### config.mk
export PLATFORM = sky130hd
export DESIGN_NAME = hsv2rgb_flat
export DESIGN_NICKNAME = d
export VERILOG_FILES = /design/src/rtl/hsv2rgb_pkg.sv /design/src/rtl/hsv2rgb_if.sv /design/src/rtl/hsv2rgb_div255.sv /design/src/rtl/hsv2rgb.sv /design/src/flat_wrapper.sv
export SDC_FILE = /design/constraint.sdc
export NUM_CORES = 1
export LEC_CHECK = 0
export CAP_MARGIN = 15
export CORE_MARGIN = 5
export CORE_UTILIZATION = 34
export DETAILED_ROUTE_END_ITERATION = 8
export GPL_TIMING_DRIVEN = 1
export PLACE_DENSITY = 0.59
export REMOVE_ABC_BUFFERS = 1
export SLEW_MARGIN = 20
export SYNTH_ARGS = -nofsm -noshare
export SYNTH_HDL_FRONTEND = slang
export SYNTH_HIERARCHICAL = 1
export SYNTH_SLANG_ARGS = --single-unit
### constraint.sdc
create_clock -name clk -period 12.7 [get_ports clk]
set_input_delay 2.54 -clock clk [delete_from_list [all_inputs] [get_ports clk]]
set_output_delay 2.54 -clock clk [all_outputs]
set_load 0.1 [all_outputs]
### src/rtl/hsv2rgb_pkg.sv
// Shared constants and types for the HSV-to-RGB converter: hue scaling
// helpers parameterised on the number of fractional hue bits, and the
// 3-bit colour-wheel sector encoding.
package hsv2rgb_pkg;

   // Colour-wheel sector, 60 degrees each, 0..5.
   typedef enum logic [2:0] {
      SEC0 = 3'd0,
      SEC1 = 3'd1,
      SEC2 = 3'd2,
      SEC3 = 3'd3,
      SEC4 = 3'd4,
      SEC5 = 3'd5
   } sector_t;

   // 60 degrees in hue fixed-point units.
   function automatic int unsigned hue_h60(input int fixed);
      return 32'd60 << fixed;
   endfunction

   // 360 degrees in hue fixed-point units.
   function automatic int unsigned hue_h360(input int fixed);
      return 32'd360 << fixed;
   endfunction

   // Scale factor mapping an in-sector offset (0..H60-1) onto 0..255 in Q16.
   function automatic int unsigned hue_k(input int fixed);
      return (32'd255 << 16) / hue_h60(fixed);
   endfunction

endpackage

### src/rtl/hsv2rgb_if.sv
// Pixel stream bundle for the HSV-to-RGB converter: HSV input side with
// raster sideband, RGB output side with sideband, valid/ready on both.
interface hsv2rgb_if #(
   parameter int PRECISION = 16
);
   logic                 in_valid;
   logic                 in_ready;
   logic [PRECISION-1:0] hue;
   logic [7:0]           sat;
   logic [7:0]           val;
   logic                 in_sop;
   logic                 in_eop;

   logic                 out_valid;
   logic                 out_ready;
   logic [7:0]           r;
   logic [7:0]           g;
   logic [7:0]           b;
   logic                 out_sop;
   logic                 out_eop;

   // Source/sink side of the converter (drives pixels in, accepts pixels out).
   modport master (
      output in_valid, hue, sat, val, in_sop, in_eop, out_ready,
      input  in_ready, out_valid, r, g, b, out_sop, out_eop
   );

   // Converter side.
   modport slave (
      input  in_valid, hue, sat, val, in_sop, in_eop, out_ready,
      output in_ready, out_valid, r, g, b, out_sop, out_eop
   );
endinterface

### src/rtl/hsv2rgb_div255.sv
// Combinational divide-by-255 without a divider: floor(x/255) for x up to
// 255*255, which is the largest product the converter ever feeds it.
module div255 (
   input  logic [15:0] x,
   output logic [7:0]  y
);
   // (x + (x>>8) + 1) >> 8; the sum stays below 2^16 for x <= 65025.
   always_comb begin
      y = 8'((x + {8'd0, x[15:8]} + 16'd1) >> 8);
   end
endmodule

### src/rtl/hsv2rgb.sv
// Four-stage pipelined HSV-to-RGB converter. Stage 1 wraps the hue and
// splits it into sector and in-sector offset, stage 2 normalises the offset
// to 0..255, stage 3 forms p/q/t, stage 4 picks the per-sector permutation.
// All stages freeze together while the output is stalled.
module hsv2rgb
   import hsv2rgb_pkg::*;
#(
   parameter int FIXED     = 4,
   parameter int PRECISION = 16
) (
   input logic      clk,
   input logic      rst,
   hsv2rgb_if.slave bus
);

   localparam int unsigned H60_I  = hue_h60(FIXED);
   localparam int unsigned H360_I = hue_h360(FIXED);
   localparam int unsigned K_I    = hue_k(FIXED);

   localparam logic [PRECISION-1:0] H60  = H60_I[PRECISION-1:0];
   localparam logic [PRECISION-1:0] H120 = 2 * H60_I;
   localparam logic [PRECISION-1:0] H180 = 3 * H60_I;
   localparam logic [PRECISION-1:0] H240 = 4 * H60_I;
   localparam logic [PRECISION-1:0] H300 = 5 * H60_I;
   localparam logic [PRECISION-1:0] H360 = H360_I[PRECISION-1:0];
   localparam logic [14:0]          K    = K_I[14:0];

   logic stall;
   logic advance;

   assign stall        = bus.out_valid & ~bus.out_ready;
   assign advance      = ~stall;
   assign bus.in_ready = advance;

   // ---------------- stage 1: wrap and sector split ----------------
   logic [PRECISION-1:0] h_wrap;
   logic [PRECISION-1:0] h_base;
   logic [PRECISION-1:0] f_next;
   sector_t              sec_next;

   logic                 s1_valid;
   logic                 s1_sop;
   logic                 s1_eop;
   sector_t              s1_sec;
   logic [PRECISION-1:0] s1_f;
   logic [7:0]           s1_sat;
   logic [7:0]           s1_val;

   // Fold one turn off the hue, then locate the sector with constant compares.
   always_comb begin
      h_wrap   = bus.hue;
      sec_next = SEC0;
      h_base   = '0;
      if (bus.hue >= H360) h_wrap = bus.hue - H360;
      if (h_wrap >= H60)  begin sec_next = SEC1; h_base = H60;  end
      if (h_wrap >= H120) begin sec_next = SEC2; h_base = H120; end
      if (h_wrap >= H180) begin sec_next = SEC3; h_base = H180; end
      if (h_wrap >= H240) begin sec_next = SEC4; h_base = H240; end
      if (h_wrap >= H300) begin sec_next = SEC5; h_base = H300; end
      f_next = h_wrap - h_base;
   end

   // Stage 1 register.
   always_ff @(posedge clk) begin
      if (!rst) begin
         s1_valid <= 1'b0;
      end else if (advance) begin
         s1_valid <= bus.in_valid;
         s1_sop   <= bus.in_sop;
         s1_eop   <= bus.in_eop;
         s1_sec   <= sec_next;
         s1_f     <= f_next;
         s1_sat   <= bus.sat;
         s1_val   <= bus.val;
      end
   end

   // ---------------- stage 2: offset normalisation ----------------
   logic [PRECISION+14:0] fk;
   logic [7:0]            fn_next;

   logic                  s2_valid;
   logic                  s2_sop;
   logic                  s2_eop;
   sector_t               s2_sec;
   logic [7:0]            s2_fn;
   logic [7:0]            s2_sat;
   logic [7:0]            s2_val;

   // fn = (f*K) >> 16; f < H60 keeps the result within 0..255.
   always_comb begin
      fk      = {15'd0, s1_f} * {{PRECISION{1'b0}}, K};
      fn_next = 8'(fk >> 16);
   end

   // Stage 2 register.
   always_ff @(posedge clk) begin
      if (!rst) begin
         s2_valid <= 1'b0;
      end else if (advance) begin
         s2_valid <= s1_valid;
         s2_sop   <= s1_sop;
         s2_eop   <= s1_eop;
         s2_sec   <= s1_sec;
         s2_fn    <= fn_next;
         s2_sat   <= s1_sat;
         s2_val   <= s1_val;
      end
   end

   // ---------------- stage 3: p / q / t ----------------
   logic [15:0] p_x;
   logic [15:0] qa_x;
   logic [15:0] q_x;
   logic [15:0] ta_x;
   logic [15:0] t_x;
   logic [7:0]  p_next;
   logic [7:0]  qa;
   logic [7:0]  q_next;
   logic [7:0]  ta;
   logic [7:0]  t_next;

   logic        s3_valid;
   logic        s3_sop;
   logic        s3_eop;
   sector_t     s3_sec;
   logic [7:0]  s3_p;
   logic [7:0]  s3_q;
   logic [7:0]  s3_t;
   logic [7:0]  s3_val;

   // 8x8 products feeding the five dividers.
   always_comb begin
      p_x  = {8'd0, s2_val} * {8'd0, 8'd255 - s2_sat};
      qa_x = {8'd0, s2_sat} * {8'd0, s2_fn};
      q_x  = {8'd0, s2_val} * {8'd0, 8'd255 - qa};
      ta_x = {8'd0, s2_sat} * {8'd0, 8'd255 - s2_fn};
      t_x  = {8'd0, s2_val} * {8'd0, 8'd255 - ta};
   end

   div255 u_div_p  (.x(p_x),  .y(p_next));
   div255 u_div_qa (.x(qa_x), .y(qa));
   div255 u_div_q  (.x(q_x),  .y(q_next));
   div255 u_div_ta (.x(ta_x), .y(ta));
   div255 u_div_t  (.x(t_x),  .y(t_next));

   // Stage 3 register.
   always_ff @(posedge clk) begin
      if (!rst) begin
         s3_valid <= 1'b0;
      end else if (advance) begin
         s3_valid <= s2_valid;
         s3_sop   <= s2_sop;
         s3_eop   <= s2_eop;
         s3_sec   <= s2_sec;
         s3_p     <= p_next;
         s3_q     <= q_next;
         s3_t     <= t_next;
         s3_val   <= s2_val;
      end
   end

   // ---------------- stage 4: sector permutation ----------------
   logic [7:0] mr;
   logic [7:0] mg;
   logic [7:0] mb;

   // Map (v, p, q, t) onto (r, g, b) for the pixel's sector.
   always_comb begin
      mr = s3_val;
      mg = s3_t;
      mb = s3_p;
      case (s3_sec)
         SEC0:    begin mr = s3_val; mg = s3_t;   mb = s3_p;   end
         SEC1:    begin mr = s3_q;   mg = s3_val; mb = s3_p;   end
         SEC2:    begin mr = s3_p;   mg = s3_val; mb = s3_t;   end
         SEC3:    begin mr = s3_p;   mg = s3_q;   mb = s3_val; end
         SEC4:    begin mr = s3_t;   mg = s3_p;   mb = s3_val; end
         SEC5:    begin mr = s3_val; mg = s3_p;   mb = s3_q;   end
         default: begin mr = s3_val; mg = s3_t;   mb = s3_p;   end
      endcase
   end

   // Output register; colour only reloads on a valid pixel so bubbles keep
   // the last colour, and sideband is gated by valid.
   always_ff @(posedge clk) begin
      if (!rst) begin
         bus.out_valid <= 1'b0;
         bus.out_sop   <= 1'b0;
         bus.out_eop   <= 1'b0;
         bus.r         <= '0;
         bus.g         <= '0;
         bus.b         <= '0;
      end else if (advance) begin
         bus.out_valid <= s3_valid;
         bus.out_sop   <= s3_valid & s3_sop;
         bus.out_eop   <= s3_valid & s3_eop;
         if (s3_valid) begin
            bus.r <= mr;
            bus.g <= mg;
            bus.b <= mb;
         end
      end
   end

endmodule

### src/flat_wrapper.sv
// flat-port wrapper written by rule: the top's interface ports become plain ports
module hsv2rgb_flat import hsv2rgb_pkg::*;
#(
   parameter int FIXED     = 4,
   parameter int PRECISION = 16
)
  (clk, rst, bus_in_valid, bus_hue, bus_sat, bus_val, bus_in_sop, bus_in_eop, bus_out_ready, bus_in_ready, bus_out_valid, bus_r, bus_g, bus_b, bus_out_sop, bus_out_eop);
  hsv2rgb_if #(.PRECISION(PRECISION)) bus_i ();
  input logic clk;
  input logic rst;
  input wire logic [$bits(bus_i.in_valid)-1:0] bus_in_valid;
  input wire logic [$bits(bus_i.hue)-1:0] bus_hue;
  input wire logic [$bits(bus_i.sat)-1:0] bus_sat;
  input wire logic [$bits(bus_i.val)-1:0] bus_val;
  input wire logic [$bits(bus_i.in_sop)-1:0] bus_in_sop;
  input wire logic [$bits(bus_i.in_eop)-1:0] bus_in_eop;
  input wire logic [$bits(bus_i.out_ready)-1:0] bus_out_ready;
  output wire logic [$bits(bus_i.in_ready)-1:0] bus_in_ready;
  output wire logic [$bits(bus_i.out_valid)-1:0] bus_out_valid;
  output wire logic [$bits(bus_i.r)-1:0] bus_r;
  output wire logic [$bits(bus_i.g)-1:0] bus_g;
  output wire logic [$bits(bus_i.b)-1:0] bus_b;
  output wire logic [$bits(bus_i.out_sop)-1:0] bus_out_sop;
  output wire logic [$bits(bus_i.out_eop)-1:0] bus_out_eop;
  assign bus_i.in_valid = bus_in_valid;
  assign bus_i.hue = bus_hue;
  assign bus_i.sat = bus_sat;
  assign bus_i.val = bus_val;
  assign bus_i.in_sop = bus_in_sop;
  assign bus_i.in_eop = bus_in_eop;
  assign bus_i.out_ready = bus_out_ready;
  assign bus_in_ready = bus_i.in_ready;
  assign bus_out_valid = bus_i.out_valid;
  assign bus_r = bus_i.r;
  assign bus_g = bus_i.g;
  assign bus_b = bus_i.b;
  assign bus_out_sop = bus_i.out_sop;
  assign bus_out_eop = bus_i.out_eop;
  hsv2rgb #(.FIXED(FIXED), .PRECISION(PRECISION)) u_core (.clk(clk), .rst(rst), .bus(bus_i));
endmodule
==> impl_metrics.tcl, run 1 <==
set metrics [dict create \
    cp_slowest_stage_delay_ns 0.74 \
    worst_skew_pair.late_latency_ns 0.44 \
    antenna_left 0 \
    crit_path_end_kind "flip-flop" \
    hp-class "reg -> reg" \
    slew_headroom 0.350 \
    period_share 0.936 \
    wl_per_cell_microns 14.7 \
    synthesis.area_sq_um 17900 \
    core-area_sq_um 52400 \
    clock.fmax_mhz 84.1 \
    outcome "completed" \
    crit_path_start_kind "flip-flop" \
    drtPass1Iterations 5 \
    reg2reg_from "u_core/s2_sat[3]" \
    grt_max_degree 64 \
    numClockSinks 131 \
    slowest_stage "edfxtp_1" \
    synth_edf_count 101 \
    drc 0 \
    h-tree-depth 4 \
    synth.distinct_cells 68 \
    initial_core_util 0.342 \
    portBuffers 65 \
    nets 2373 \
    syn_to_final_growth_pct 10.8 \
    cts_tree "done" \
    clk_path_buf_depth 2 \
    utilization 0.379 \
    wl_met1_microns 17800 \
    antenna_found_initial 4 \
    hold_viol_final 0 \
    ios 66 \
    antenna_cells 0 \
    fp.dieH_microns 240 \
    track_usage 0.138 \
    drive_gt1_frac 0.0452 \
    crit_path_frequent_cell "fa_1" \
    slew_violations 0 \
    finClkSkew_ns 0.00934 \
    vias_per_cell 4.94 \
    hold_buffers 0 \
    drv_cap 0 \
    cp-startpoint "u_core/s2_sat[3]" \
    min_period_ns 11.89 \
    top_layer "met4" \
    worstMarginPinSlew_ns 0.972 \
    routed-wl-met3_microns 1380 \
    wirelength_microns 38500 \
    synth-main-ff-cell "edfxtp_1" \
    dp_hpwl_microns 30300 \
    vias 12900 \
    grt_pass1_wl_microns 66100 \
    hp-start "u_core/s1_val[5]" \
    cts.reportedPaths.clkPinSlew_ns 0.06 \
    layout_commonest_cell "inv_1" \
    place.gp.congestion 0.870 \
    first_iter_violations 663 \
    grt_overflow 0 \
    synthArstFlopShare 0 \
    fp-row-count 84 \
    synthCells 1878 \
    die_area_sq_um 57500 \
    ys_ff_latch 131 \
    finalSetupViolations 0 \
    numCtsBuffers 17 \
    grt_pass1_vias 13500 \
    wl_met2_microns 18800 \
    setup_tns_ns 0 \
    cp.arrival_ns 12.06 \
    critPathKind "reg -> reg" \
    cp_max_fo 24 \
    die_w_microns 240 \
    root_buffer "clkbuf_16" \
    rsz0062_at_grt "false" \
    layout_common_cells "258 x inv_1, 241 x ha_1, 182 x fa_1" \
    ys_seq_area_frac 0.202 \
    required_ns 12.87 \
    avgSynthCellArea_sq_um 9.56 \
    yosysWarnings 6 \
]
## critical path, delay by kind of cell, from the launching register on
| kind | cells | cell delay [ns] |
|---|---|---|
| DFF | 1 | 0.74 |
| buffers and inverters | 3 | 0.15 |
| adders and majority gates | 12 | 5.20 |
| and+or+nand+nor | 11 | 2.47 |
| xor gates and xnor gates | 4 | 1.26 |
| AOI/OAI and AO/OA | 8 | 1.78 |
## what timing repair did
action / in CTS / in global routing
resized for setup: 0 / 2
setup endpoints to repair: 0 / 5
buffers inserted: 0 / 1
## synth_stat cells, types with 5 or more instances
library cell | n | area share
nand4_1 | 6 | 0.0021
mux2i_1 | 8 | 0.0045
ha_1 | 241 | 0.17
inv_1 | 258 | 0.054
nor2b_1 | 164 | 0.057
a211oi_1 | 6 | 0.0025
a211oi_2 | 6 | 0.0042
o21a_1 | 16 | 0.0067
dfxtp_1 | 30 | 0.033
o21ai_1 | 5 | 0.0014
buf_6 | 6 | 0.0038
xnor2_1 | 97 | 0.047
nand2_1 | 87 | 0.018
a221oi_1 | 21 | 0.010
fa_1 | 182 | 0.20
nor2_1 | 82 | 0.017
o31a_1 | 6 | 0.0029
o211ai_1 | 8 | 0.0033
o21ai_0 | 52 | 0.015
a21boi_0 | 7 | 0.0029
and3_1 | 16 | 0.0056
or3_1 | 10 | 0.0035
nand2b_1 | 122 | 0.043
a22oi_1 | 9 | 0.0038
a21o_1 | 13 | 0.0054
a21oi_1 | 66 | 0.018
and2_1 | 53 | 0.018
o41a_1 | 5 | 0.0031
or4_4 | 5 | 0.0031
nor3_1 | 25 | 0.0070
edfxtp_1 | 101 | 0.17
nand3_2 | 10 | 0.0056
xor2_1 | 15 | 0.0073
nand4_2 | 6 | 0.0042
nand3_1 | 21 | 0.0059
a221o_1 | 8 | 0.0045
clkbuf_1 | 53 | 0.011
## per-layer routing
| layer | vias to the layer above | GRT usage |
|---|---|---|
| li1 | 6312 | - |
| met1 | 6324 | 0.184 |
| met2 | 238 | 0.239 |
| met3 | 35 | 0.0225 |
| met4 | 0 | 0.0294 |
| met5 | - | 0 |
## sequential cells by signal, indices dropped and copies added (netlist names), 8 cells and up
signal	count
u_core/s1_f	14
u_core/bus.b	8
u_core/bus.g	8
u_core/bus.r	8
u_core/s1_sat	8
u_core/s1_val	8
u_core/s2_fn	8
u_core/s2_sat	8
u_core/s2_val	8
u_core/s3_p	8
u_core/s3_q	8
u_core/s3_t	8
u_core/s3_val	8
## cell families after synthesis
logic type	Yosys count	synth area share
AND/OR/NAND/NOR	621	0.197
adder cells (fa/ha/maj)	423	0.371
buffers and inverters	323	0.0704
AO/OA/AOI/OAI	259	0.0996
flip-flops	131	0.202
XOR/XNOR	112	0.0547
multiplexers	9	0.00509
## layout make-up
type | instances | area, sq um
inverters | 259 | 972
flip-flops and latches | 131 | 3630
clock inverters | 11 | 83.8
clock buffers | 21 | 504
repair buffers | 79 | 759
fillers | 5239 | 32600
well taps | 688 | 861
multi-input cells | 1424 | 13100
## path summary, 6_finish.rpt
| path | slack, ns | cells past startpoint | to |
|---|---|---|---|
| max | 0.81 | 38 | u_core/s3_q[5] |
| min | 0.41 | 0 | u_core/s2_val[5] |
| max reg2reg | 0.81 | 38 | u_core/s3_q[5] |
| min reg2reg | 0.41 | 0 | u_core/s2_val[5] |
## through the flow
| stage | hold slack [ns] | area, sq um | instances | setup slack, ns |
|---|---|---|---|---|
| finish | 0.412 | 19900 | 2613 | 0.812 |
| global route | 0.422 | 19900 | 2613 | 0.0211 |
| CTS | 0.417 | 19900 | 2612 | 0.767 |
| detailed placement | 0.406 | 19300 | 2580 | 0.775 |
| global placement | 0.401 | 19300 | 2580 | 1.07 |
| floorplan | 0.400 | 17700 | 1814 | 1.87 |
Power of run 1 is left out: the tool's default activity adds up to more than one toggle a clock period on the data nets, which glitch-free logic cannot reach.
==> run 2: changes to the inputs <==
- GPL_TIMING_DRIVEN: 1 -> 0
- clock period: 12.7 -> 15.11 ns (I/O delays scaled with it)
==> run 2 against run 1 <==
Against the previous run:
- hold slack gained 0.0050 ns
- die area is the same
- sequential share of layout area grew 0.12 points
- flip-flop and latch count is the same
- critical path depth is the same
- via count grew 0.49%
==> impl_metrics.tcl, run 2 (synthesis gave the netlist of run 1 again) <==
set metrics [dict create \
    outcome "completed" \
    place.gp.congestion 0.875 \
    worst_skew_pair.late_latency_ns 0.43 \
    grt_pass1_vias 13300 \
    rsz0062_at_grt "false" \
    placed_area_sq_um 19200 \
    setup_slack_ns 2.88 \
    antenna_found_initial 0 \
    period_share 0.810 \
    vias 13000 \
    largest_reg_flops 14 \
    largest_register "u_core/s1_f" \
    cts_resized 0 \
    crit_path_end_kind "flip-flop" \
    hold_buffers 0 \
    grt_max_degree 59 \
    wirelength_microns 37800 \
    hp-start "u_core/s1_sop" \
    regToRegSetupSlack_ns 2.88 \
    first_iter_violations 676 \
    worstMarginPinSlew_ns 1.08 \
    cp.arrival_ns 12.40 \
    h-tree-depth 4 \
    track_usage 0.134 \
    ios 66 \
    numClockSinks 131 \
    grt_most_used_layer "met2" \
    syn_to_final_growth_pct 10.1 \
    initial_core_util 0.342 \
    postCtsSetupBuffers 0 \
    slew_headroom 0.280 \
    drtPass1Iterations 5 \
    cts.reportedPaths.clkPinSlew_ns 0.06 \
    pre_cts_ws_ns 2.89 \
    required_ns 15.28 \
    finalSetupViolations 0 \
    numCtsBuffers 17 \
    hold_viol_final 0 \
    cp_slowest_stage_delay_ns 1.01 \
    vias_per_cell 4.99 \
    grt_pass1_wl_microns 64300 \
    die_w_microns 240 \
    met3_usage 0.0204 \
    cp-startpoint "u_core/s2_sat[0]" \
    fp.dieH_microns 240 \
    root_buffer "clkbuf_16" \
    finClkSkew_ns 0.0112 \
    portBuffers 65 \
    drive_gt1_frac 0.0361 \
    slew_violations 0 \
    hold_ws_ns 0.417 \
    min_period_ns 12.23 \
    nets 2361 \
    clk_path_buf_depth 2 \
    use_met1 0.179 \
    antenna_left 0 \
    cp_max_fo 24 \
    die_area_sq_um 57500 \
    finalInstanceArea_sq_um 19800 \
    layout_commonest_cell "inv_1" \
    clock.fmax_mhz 81.7 \
    fp-row-count 84 \
    cts_tree "done" \
    use_met2 0.231 \
    crit_path_start_kind "flip-flop" \
    drv_cap 0 \
    slowest_stage "edfxtp_1" \
    core-area_sq_um 52400 \
    layout_common_cells "258 x inv_1, 241 x ha_1, 182 x fa_1" \
    antenna_cells 0 \
    critPathKind "reg -> reg" \
    wl_per_cell_microns 14.5 \
    drc 0 \
    grt_overflow 0 \
    dp_hpwl_microns 29500 \
    setup_tns_ns 0 \
    fill_cells 5235 \
    hp-class "reg -> reg" \
    reg2reg_from "u_core/s2_sat[0]" \
    crit_path_frequent_cell "fa_1" \
]
## run 2: worst paths after layout
check,cells past startpoint,endpoint
max,38,u_core/s3_q[6]
min,0,u_core/s2_sop
max reg2reg,38,u_core/s3_q[6]
min reg2reg,0,u_core/s2_sop
## run 2: layer usage
metal  routed length [microns]  share of wire  up-vias
li1                          -              -     6287
met1                     17700           0.47     6436
met2                     18600           0.49      215
met3                      1150          0.030       34
met4                       435          0.011        0
met5                         0              0        -
## run 2: cell type report
type	instances	area, sq um	share of cell area
clock inverters	13	111	0.00564
clock buffers	19	433	0.0219
well taps	688	861	0.0436
flip-flops and latches	131	3630	0.184
repair buffers	67	693	0.0351
multi-input cells	1424	13100	0.661
inverters	259	972	0.0492
## run 2: worst max-delay path: cells and delay by family, from the launching register on
kind                     cells  cell delay [ns]
AO/OA/AOI/OAI               10             2.42
adder cells (fa/ha/maj)     12             5.48
buffers and inverters        3             0.14
XOR/XNOR                     4             1.12
flip-flops                   1             1.01
AND/OR/NAND/NOR              9             1.78
## run 2: metrics by stage
step | util | cells
floorplan | - | 1814
global placement | 0.365 | 2567
detailed placement | 0.366 | 2568
CTS | 0.376 | 2600
global route | 0.377 | 2601
finish | 0.377 | 2601
Power of run 2 is left out for the same reason.
